==> src/rtl/seg_pkg.sv <==
// Shared definitions for the segment extractor: field widths, FSM encoding
// and the run descriptor record that travels through the descriptor FIFO.
package seg_pkg;

  localparam int POS_W  = 10;
  localparam int SIZE_W = 11;
  localparam int COL_W  = 8;
  localparam int DESC_W = POS_W + SIZE_W + COL_W;

  typedef enum logic [1:0] {
    ST_IDLE  = 2'd0,
    ST_RUN   = 2'd1,
    ST_FLUSH = 2'd2
  } seg_state_t;

  typedef struct packed {
    logic [POS_W-1:0]  pos;
    logic [SIZE_W-1:0] size;
    logic [COL_W-1:0]  col;
  } seg_desc_t;

  // Assemble a descriptor from its three fields.
  function automatic seg_desc_t make_desc(input logic [POS_W-1:0]  pos,
                                          input logic [SIZE_W-1:0] size,
                                          input logic [COL_W-1:0]  col);
    seg_desc_t d;
    d.pos  = pos;
    d.size = size;
    d.col  = col;
    return d;
  endfunction

endpackage

==> src/rtl/seg_fifo.sv <==
// Synchronous first-word-fallthrough FIFO with registered full/empty flags.
// A push while full is still taken when a pop happens in the same cycle.
// The read data is forced to zero while the FIFO is empty.
module seg_fifo #(
  parameter int DEPTH = 4,
  parameter int WIDTH = 29
) (
  input  logic             clk,
  input  logic             rst,
  input  logic             push,
  input  logic [WIDTH-1:0] push_data,
  input  logic             pop,
  output logic [WIDTH-1:0] pop_data,
  output logic             full,
  output logic             empty
);

  localparam int PTR_W = (DEPTH > 1) ? $clog2(DEPTH) : 1;
  localparam logic [PTR_W:0]   DEPTH_C = (PTR_W+1)'(DEPTH);
  localparam logic [PTR_W:0]   CNT_ONE = (PTR_W+1)'(1);
  localparam logic [PTR_W:0]   CNT_ZERO = (PTR_W+1)'(0);
  localparam logic [PTR_W-1:0] PTR_ONE = PTR_W'(1);

  logic [WIDTH-1:0] mem_r [DEPTH];
  logic [PTR_W-1:0] wr_ptr_r;
  logic [PTR_W-1:0] rd_ptr_r;
  logic [PTR_W:0]   count_r;
  logic [PTR_W:0]   count_nxt_s;
  logic             full_r;
  logic             empty_r;
  logic             wr_en_s;
  logic             rd_en_s;

  // Qualify push/pop against the flags and derive the next occupancy.
  always_comb begin
    rd_en_s     = pop && !empty_r;
    wr_en_s     = push && (!full_r || rd_en_s);
    count_nxt_s = count_r;
    if (wr_en_s && !rd_en_s) begin
      count_nxt_s = count_r + CNT_ONE;
    end else if (!wr_en_s && rd_en_s) begin
      count_nxt_s = count_r - CNT_ONE;
    end else begin
      count_nxt_s = count_r;
    end
  end

  // Pointer, occupancy and flag registers.
  always_ff @(posedge clk or negedge rst) begin
    if (!rst) begin
      wr_ptr_r <= {PTR_W{1'b0}};
      rd_ptr_r <= {PTR_W{1'b0}};
      count_r  <= CNT_ZERO;
      full_r   <= 1'b0;
      empty_r  <= 1'b1;
    end else begin
      if (wr_en_s) begin
        wr_ptr_r <= wr_ptr_r + PTR_ONE;
      end
      if (rd_en_s) begin
        rd_ptr_r <= rd_ptr_r + PTR_ONE;
      end
      count_r <= count_nxt_s;
      full_r  <= (count_nxt_s == DEPTH_C);
      empty_r <= (count_nxt_s == CNT_ZERO);
    end
  end

  // Storage array; contents are only ever observed through non-empty slots.
  always_ff @(posedge clk) begin
    if (wr_en_s) begin
      mem_r[wr_ptr_r] <= push_data;
    end
  end

  assign pop_data = empty_r ? {WIDTH{1'b0}} : mem_r[rd_ptr_r];
  assign full     = full_r;
  assign empty    = empty_r;

endmodule

==> src/rtl/segment_extractor.sv <==
// Run-length segment extractor: turns a stream of pixel colours into
// (start, length, colour) descriptors for every non-background run on a line.
// Runs are closed at line end; a single-pixel run that starts on the last
// pixel of a line while another run is being closed is emitted one cycle
// later from the FLUSH state, so at most one descriptor is pushed per cycle.
import seg_pkg::*;

module segment_extractor #(
  parameter int LINE_LEN   = 1024,
  parameter int FIFO_DEPTH = 4
) (
  input  logic              clk,
  input  logic              rst,
  input  logic              pix_valid,
  input  logic [COL_W-1:0]  pix_col,
  output logic              pix_ready,
  output logic              seg_valid,
  input  logic              seg_ready,
  output logic [POS_W-1:0]  seg_pos,
  output logic [SIZE_W-1:0] seg_size,
  output logic [COL_W-1:0]  seg_col,
  output logic [POS_W-1:0]  line_pos
);

  localparam logic [POS_W-1:0]  LAST_POS = POS_W'(LINE_LEN - 1);
  localparam logic [SIZE_W-1:0] SIZE_ONE = 11'd1;

  seg_state_t        state_r;
  logic [POS_W-1:0]  start_r;
  logic [SIZE_W-1:0] len_r;
  logic [COL_W-1:0]  col_r;
  logic [POS_W-1:0]  line_pos_r;

  logic              accept_s;
  logic              eol_s;
  logic              bg_s;
  logic              push_s;
  seg_desc_t         push_desc_s;
  logic [DESC_W-1:0] push_bits_s;
  logic [DESC_W-1:0] pop_bits_s;
  seg_desc_t         pop_desc_s;
  logic              fifo_full_s;
  logic              fifo_empty_s;

  assign pix_ready = rst && !fifo_full_s && (state_r != ST_FLUSH);
  assign accept_s  = pix_valid && pix_ready;
  assign eol_s     = (line_pos_r == LAST_POS);
  assign bg_s      = (pix_col == 8'd0);

  // Decide whether a descriptor is closed this cycle and what it holds.
  always_comb begin
    push_s      = 1'b0;
    push_desc_s = make_desc(start_r, len_r, col_r);
    case (state_r)
      ST_IDLE: begin
        if (accept_s && !bg_s && eol_s) begin
          push_s      = 1'b1;
          push_desc_s = make_desc(line_pos_r, SIZE_ONE, pix_col);
        end else begin
          push_s = 1'b0;
        end
      end
      ST_RUN: begin
        if (accept_s && (pix_col == col_r)) begin
          push_s      = eol_s;
          push_desc_s = make_desc(start_r, len_r + SIZE_ONE, col_r);
        end else if (accept_s) begin
          push_s = 1'b1;
        end else begin
          push_s = 1'b0;
        end
      end
      ST_FLUSH: begin
        push_s = !fifo_full_s;
      end
      default: begin
        push_s = 1'b0;
      end
    endcase
  end

  // Run-tracking FSM and line position counter.
  always_ff @(posedge clk or negedge rst) begin
    if (!rst) begin
      state_r    <= ST_IDLE;
      start_r    <= {POS_W{1'b0}};
      len_r      <= {SIZE_W{1'b0}};
      col_r      <= {COL_W{1'b0}};
      line_pos_r <= {POS_W{1'b0}};
    end else begin
      if (accept_s) begin
        line_pos_r <= eol_s ? {POS_W{1'b0}} : line_pos_r + 10'd1;
      end
      case (state_r)
        ST_IDLE: begin
          if (accept_s && !bg_s && !eol_s) begin
            state_r <= ST_RUN;
            start_r <= line_pos_r;
            len_r   <= SIZE_ONE;
            col_r   <= pix_col;
          end
        end
        ST_RUN: begin
          if (accept_s) begin
            if (pix_col == col_r) begin
              if (eol_s) begin
                state_r <= ST_IDLE;
              end else begin
                len_r <= len_r + SIZE_ONE;
              end
            end else if (bg_s) begin
              state_r <= ST_IDLE;
            end else begin
              // A new colour on the last pixel cannot be pushed alongside
              // the run being closed, so it waits in FLUSH.
              state_r <= eol_s ? ST_FLUSH : ST_RUN;
              start_r <= line_pos_r;
              len_r   <= SIZE_ONE;
              col_r   <= pix_col;
            end
          end
        end
        ST_FLUSH: begin
          if (!fifo_full_s) begin
            state_r <= ST_IDLE;
          end
        end
        default: begin
          state_r <= ST_IDLE;
        end
      endcase
    end
  end

  assign push_bits_s = push_desc_s;

  seg_fifo #(
    .DEPTH (FIFO_DEPTH),
    .WIDTH (DESC_W)
  ) u_fifo (
    .clk       (clk),
    .rst       (rst),
    .push      (push_s),
    .push_data (push_bits_s),
    .pop       (seg_ready),
    .pop_data  (pop_bits_s),
    .full      (fifo_full_s),
    .empty     (fifo_empty_s)
  );

  assign pop_desc_s = seg_desc_t'(pop_bits_s);
  assign seg_valid  = !fifo_empty_s;
  assign seg_pos    = pop_desc_s.pos;
  assign seg_size   = pop_desc_s.size;
  assign seg_col    = pop_desc_s.col;
  assign line_pos   = line_pos_r;

endmodule

==> config.mk <==
export PLATFORM = sky130hd
export DESIGN_NAME = segment_extractor
export DESIGN_NICKNAME = d
export VERILOG_FILES = /design/src/rtl/seg_pkg.sv /design/src/rtl/seg_fifo.sv /design/src/rtl/segment_extractor.sv
export SDC_FILE = /design/constraint.sdc
export NUM_CORES = 1
export LEC_CHECK = 0
export ABC_AREA = 1
export BUFFER_PORTS_ARGS = -buffer_cell sky130_fd_sc_hd__buf_2
export CORE_ASPECT_RATIO = 1.4
export CORE_MARGIN = 1.5
export CORE_UTILIZATION = 62
export CTS_BUF_LIST = sky130_fd_sc_hd__clkbuf_8
export DETAILED_ROUTE_END_ITERATION = 12
export PLACE_DENSITY = 0.82
export SYNTH_ARGS = -nofsm -noshare
export SYNTH_HDL_FRONTEND = slang
export SYNTH_SLANG_ARGS = --single-unit
==> constraint.sdc <==
create_clock -name clk -period 4.27 [get_ports clk]
set_input_delay 0.2135 -clock clk [delete_from_list [all_inputs] [get_ports clk]]
set_output_delay 0.2135 -clock clk [all_outputs]
set_load 0.02 [all_outputs]
### Word-level counts from Yosys, hierarchy flattened

Memory sizes are Yosys's and may differ from the RTL's.
Cells that the tools add are included.

* reduce and logical (&&, ||, !) cells: 25
* mux-type cells: 37
* equality and inequality tests: 14
* $add $sub $neg: 6

Operators with widths (count)
* $mux 29: 2
* $pmux 29 s2: 1
* $mux 11: 5
* $mux 10: 5
* $mux 8: 4
* $pmux 11 s2: 1
* $pmux 10 s2: 1
* $mux 19: 1
* $pmux 8 s2: 1
* $mux 2: 7
* $ne 2x2->1 const B: 6
* $add 11x1->11 const B: 1
* $logic_and 1x1->1: 11
* $add 10x1->10 const B: 1
* $eq 10x10->1 const B: 1
* $reduce_and 5->1: 2
* $ne 3x3->1 const B: 3
* $eq 8x8->1: 1
* $logic_not 8->1: 1
* $logic_not 1->1: 6
* $mux 3: 2
* $pmux 2 s3: 1
* $mux 1: 5
* $add 2x1->2 const B: 2
* 11 further kinds: 11

* memories: 1
* output and inout port bits: 41
* input port bits: 12
* bits in registers: 50
* bits in writable memories: 116

Memories
* u_fifo.mem_r: words 4, width 29, read ports 1, clocked after Yosys merged registers in 0, wr ports 1, RTL line seg_fifo.sv:24 `logic [WIDTH-1:0] mem_r [DEPTH];`

### Depth between registers and ports, before layout

* depth after elaboration: 14
* gate-level depth with buffers: 16
* gate-level depth less buffers: 16

### Hierarchy

Synthesis repeated with hierarchy kept, for this count alone.

* cell total of the unflattened synthesis: 836
* area, all modules: 7963.9 sq um

Modules (own cells, without submodules)
* seg_fifo: times used 1, cells an instance 412, area each 5074.9 sq um
* segment_extractor: times used 1, cells an instance 424, area each 2889.0 sq um

### Worst setup path before layout

No wires, ideal clock.

* path kind: register to register
* start: register line_pos_r[1], in the netlist line_pos[1]
* end: memory u_fifo.mem_r[0][0] (enable)
* cell stages (with the launch flop): 10
* setup time: 0.415 ns
* slack: 1.101 ns
* data arrival time: 2.754 ns
* buffers on the path: 0
* clock period less this slack: 3.169 ns
* path through: dfrtp_1 > ha_1 > nand3_1 > nor2_2 > nand3_2 > nand3_1 > nand3_1 > nand2_4 > inv_1 > nor2_1

* cells in the longest elaborated chain, start to end: 7

Ends and longest elaborated chain
* start: declaration: RTL line segment_extractor.sv:32 `logic [POS_W-1:0] line_pos_r;`
* start signal: assignment: RTL line segment_extractor.sv:89 `line_pos_r <= {POS_W{1'b0}};`
* start signal: assignment: RTL line segment_extractor.sv:92 `line_pos_r <= eol_s ? {POS_W{1'b0}} : line_pos_r + 10'd1;`
* $eq 10x10->1 *: RTL line segment_extractor.sv:47 `assign eol_s = (line_pos_r == LAST_POS);`
* $logic_and 1x1->1: RTL line segment_extractor.sv:56 `if (accept_s && !bg_s && eol_s) begin`
* $mux 1: RTL line segment_extractor.sv:56
* $pmux 1 s3 *: RTL line segment_extractor.sv:54 `case (state_r)`
* $logic_and 1x1->1 *: RTL line seg_fifo.sv:37 `wr_en_s = push && (!full_r || rd_en_s);`
* $mux 1 *: RTL line seg_fifo.sv:71 `if (wr_en_s) begin`
* $mux 1 (implied by the code) *: RTL line seg_fifo.sv:72 `mem_r[wr_ptr_r] <= push_data;`
* end: declaration: RTL line seg_fifo.sv:24

Every way passes the cells marked *; elsewhere a longest branch is shown, timed or not.

### Worst setup path in the final report

* start: register u_fifo.rd_ptr_r[0]
* end: output port seg_pos[1]

* cells in the longest elaborated chain, start to end: 2

Ends and longest elaborated chain
* start: declaration: RTL line seg_fifo.sv:26 `logic [PTR_W-1:0] rd_ptr_r;`
* start signal: assignment: RTL line seg_fifo.sv:52 `rd_ptr_r <= {PTR_W{1'b0}};`
* start signal: assignment: RTL line seg_fifo.sv:61 `rd_ptr_r <= rd_ptr_r + PTR_ONE;`
* $mem_v2 4x29
* $mux 29: RTL line seg_fifo.sv:76 `assign pop_data = empty_r ? {WIDTH{1'b0}} : mem_r[rd_ptr_r];`
* end: declaration: RTL line segment_extractor.sv:19 `output logic [POS_W-1:0] seg_pos,`

Every way passes these cells.

==> results.cfg <==
[clock_network]
cts_tree = done
htree_levels = 4
ctsResizeCount = 0
cts.clk_slew.worst_paths_ns = 0.08
cts_root_buf = clkbuf_8
numCtsBuffers = 17
clock_latency_ns = 0.46
cts_sinks = 166
cts_buffer_depth = 2
hold_buffers = 1
postCtsSetupBuffers = 0

[layout]
layout.cells.non_filler = 946
drive_gt1_share_pct = 15.5
area.growth.synth_to_final_pct = 10.5
fillCellCount = 818
antennaDiodeCount = 0
final_nets = 806
stdcell_area_mm2 = 0.00824

[pwr]
powerDensity_mw_per_mm2 = 640
peakVddDrop_mv = 0.306
p_leak_nw = 3.35

[synth]
synthFlopType = edfxtp_1
ys_ff_latch = 166
syn_avg_cell_area_um2 = 10.2
synth_xor_area_share_pct = 2.23
yosysWarnings = 0
synth_fp_nets = 754
yosys.area_share.adder_pct = 1.34
synth-edff-count = 116
yosys.area_share.simple_pct = 16.3
synth_cells = 734
synth_cell_type_count = 39
synth_top_family_by_area = simple AND/OR/NAND/NOR gates
synthMuxAreaShare_pct = 0
synth-compound-area-share_pct = 11.8
synthArstFlopShare_pct = 30.1
synth_area_mm2 = 0.00746
synth_seq_area_share_pct = 63.5

[floorplan]
start_util_pct = 63.4
die-area_mm2 = 0.0127
fp.dieW_um = 95.7
num_rows = 47
core_mm2 = 0.0118
io_pins = 53
fp.dieH_um = 133

[timing]
setup_viol = 0
timing.final.crit_period_ns = 2.85
report.final.slew_viol_count = 0
relSlewSlack_pct = 40.6
rsz0062_at_grt = false
worst-slew-pin-transition_ns = 0.890
hold_ws_ns = 0.0595
hold_viol_final = 0
worst_clock_skew_ns = 0.0157
fin_setup_tns_ns = 0
timing.final.crit_share_pct = 66.7
max_freq_mhz = 351

[global_routing]
grt_pass1_wl_um = 25000
antenna_found_initial = 0
grt_max_degree = 60
grt_usage_pct = 26.1
grt_pass1_vias = 5280
overflow = 0

[hold_path]
hold_path_class = in2reg

[worst_setup_path]
crit_type = reg2out
cp.arrival_ns = 2.63
end_kind = primary output
start_kind = flop
crit_fanout = 34
worstPathRequired_ns = 4.06

[detailed_routing]
viasPerCell = 5.63
wl_per_cell_um = 16.3
drt_first_iter_violations = 400
drc_errors = 0
vias = 5325
drtAntennaViolNets = 0
routed_wl_um = 15400
drtPass1Iterations = 6

[placed_design]
gp_congestion = 1.01
hpwl_um = 9950
io_buffers = 52
dp_cells = 913
dpl_cell_area_mm2 = 0.00786

[flow_run]
drv_cap = 0

[status]
outcome = complete, no violations
per-layer routing:
layer,GRT usage [%],share of wire [%]
met1,32.3,40
met3,6.38,6.6
met4,10.9,1.9
met2,43.5,52
met5,0,0
per-stage QoR:
step | worst slack, ns | util [%] | total power, W
final | 1.42 | 70.1 | 0.00527
after global routing | 1.24 | 70.1 | 0.00559
after CTS | 1.45 | 70.1 | 0.00528
after detailed placement | 1.55 | 66.8 | 0.00423
after global placement | 1.60 | 66.8 | 0.00413
after floorplan | 1.10 | - | 0.00361
Yosys cell counts, drive strengths merged (2+ instances only):
master / number / area [um2]
nor2: 148 / 571
edfxtp: 116 / 3480
o21ai: 112 / 561
nand2: 96 / 388
inv: 63 / 236
dfrtp: 49 / 1230
a21oi: 37 / 189
nand3: 21 / 120
clkbuf: 19 / 71.3
xor2: 13 / 114
buf: 10 / 51.3
or2: 9 / 56.3
ha: 8 / 100
nor3: 6 / 30.0
o22ai: 6 / 37.5
xnor2: 6 / 52.6
nand4: 3 / 33.8
a31oi: 2 / 12.5
nor3b: 2 / 20.0
o31ai: 2 / 15.0
critical path, cell delays in order (launching register included):
cell and delay [ns]:
dfrtp_1 0.91, buf_4 0.47, nor2_1 0.11, nor2_1 0.09, o21ai_0 0.11, a21oi_1 0.27
buf_2 0.21
sequential cells by signal, indices dropped and copies added, names as in the netlist:
register         count
line_pos            10
u_fifo.empty         1
len_r               11
u_fifo.count_r       3
u_fifo.rd_ptr_r      2
state_r              2
col_r                8
u_fifo.full          1
u_fifo.mem_r       116
start_r             10
u_fifo.wr_ptr_r      2
layout by cell type (no fill, tap or decap), types with 2 or more instances in the layout:
cell / n
a21oi_1: 36
a31oi_1: 2
buf_2: 52
buf_4: 9
clkbuf_8: 17
clkinv_1: 2
clkinv_4: 2
clkinvlp_4: 2
dfrtp_1: 49
edfxtp_1: 116
ha_1: 8
inv_1: 60
inv_2: 3
inv_6: 5
inv_8: 2
nand2_1: 91
nand2_2: 2
nand2_4: 3
nand3_1: 18
nand3_2: 3
nand4_1: 2
nor2_1: 140
nor2_2: 7
nor3_1: 6
o21ai_0: 89
o21ai_1: 23
o22ai_1: 6
o31ai_1: 2
or2_2: 8
xnor2_1: 6
xor2_1: 13
power breakdown:
group	internal, W	total [W]	switching (W)	leakage, nW
logic	0.000621	0.00194	0.00132	1.47
clock network	0.000473	0.00106	0.000585	0.187
registers	0.00207	0.00227	0.000199	1.69
worst paths after layout:
check | start | depth (start not counted) | slack (ns) | endpoint
max | u_fifo.rd_ptr_r[0] | 6 | 1.42 | seg_pos[1]
min | pix_col[6] | 3 | 0.06 | col_r[6]
max reg2reg | line_pos[1] | 12 | 1.55 | u_fifo.mem_r[3][22]
min reg2reg | start_r[2] | 2 | 0.49 | start_r[2]
max in group asynchronous | rst | 3 | 3.36 | col_r[3]
min in group asynchronous | rst | 3 | 0.46 | len_r[9]
cells by family (layout without fill, tap and decap cells):
group	Yosys count	after routing
simple gates	285	285
flops	166	166
compound gates	164	164
buf+inv	92	157
xor+xnor	19	19
fa+ha+maj	8	8
layout make-up:
cell class | instances | area, um2 | share of cell area [%]
Inverter | 63 | 236 | 2.87
Sequential cell | 166 | 4740 | 57.5
Timing Repair Buffer | 62 | 338 | 4.10
Multi-Input combinational cell | 476 | 2370 | 28.8
Clock inverter | 15 | 141 | 1.72
Tap cell | 147 | 184 | 2.23
Clock buffer | 17 | 234 | 2.84
(Power assumes the default switching activity.)
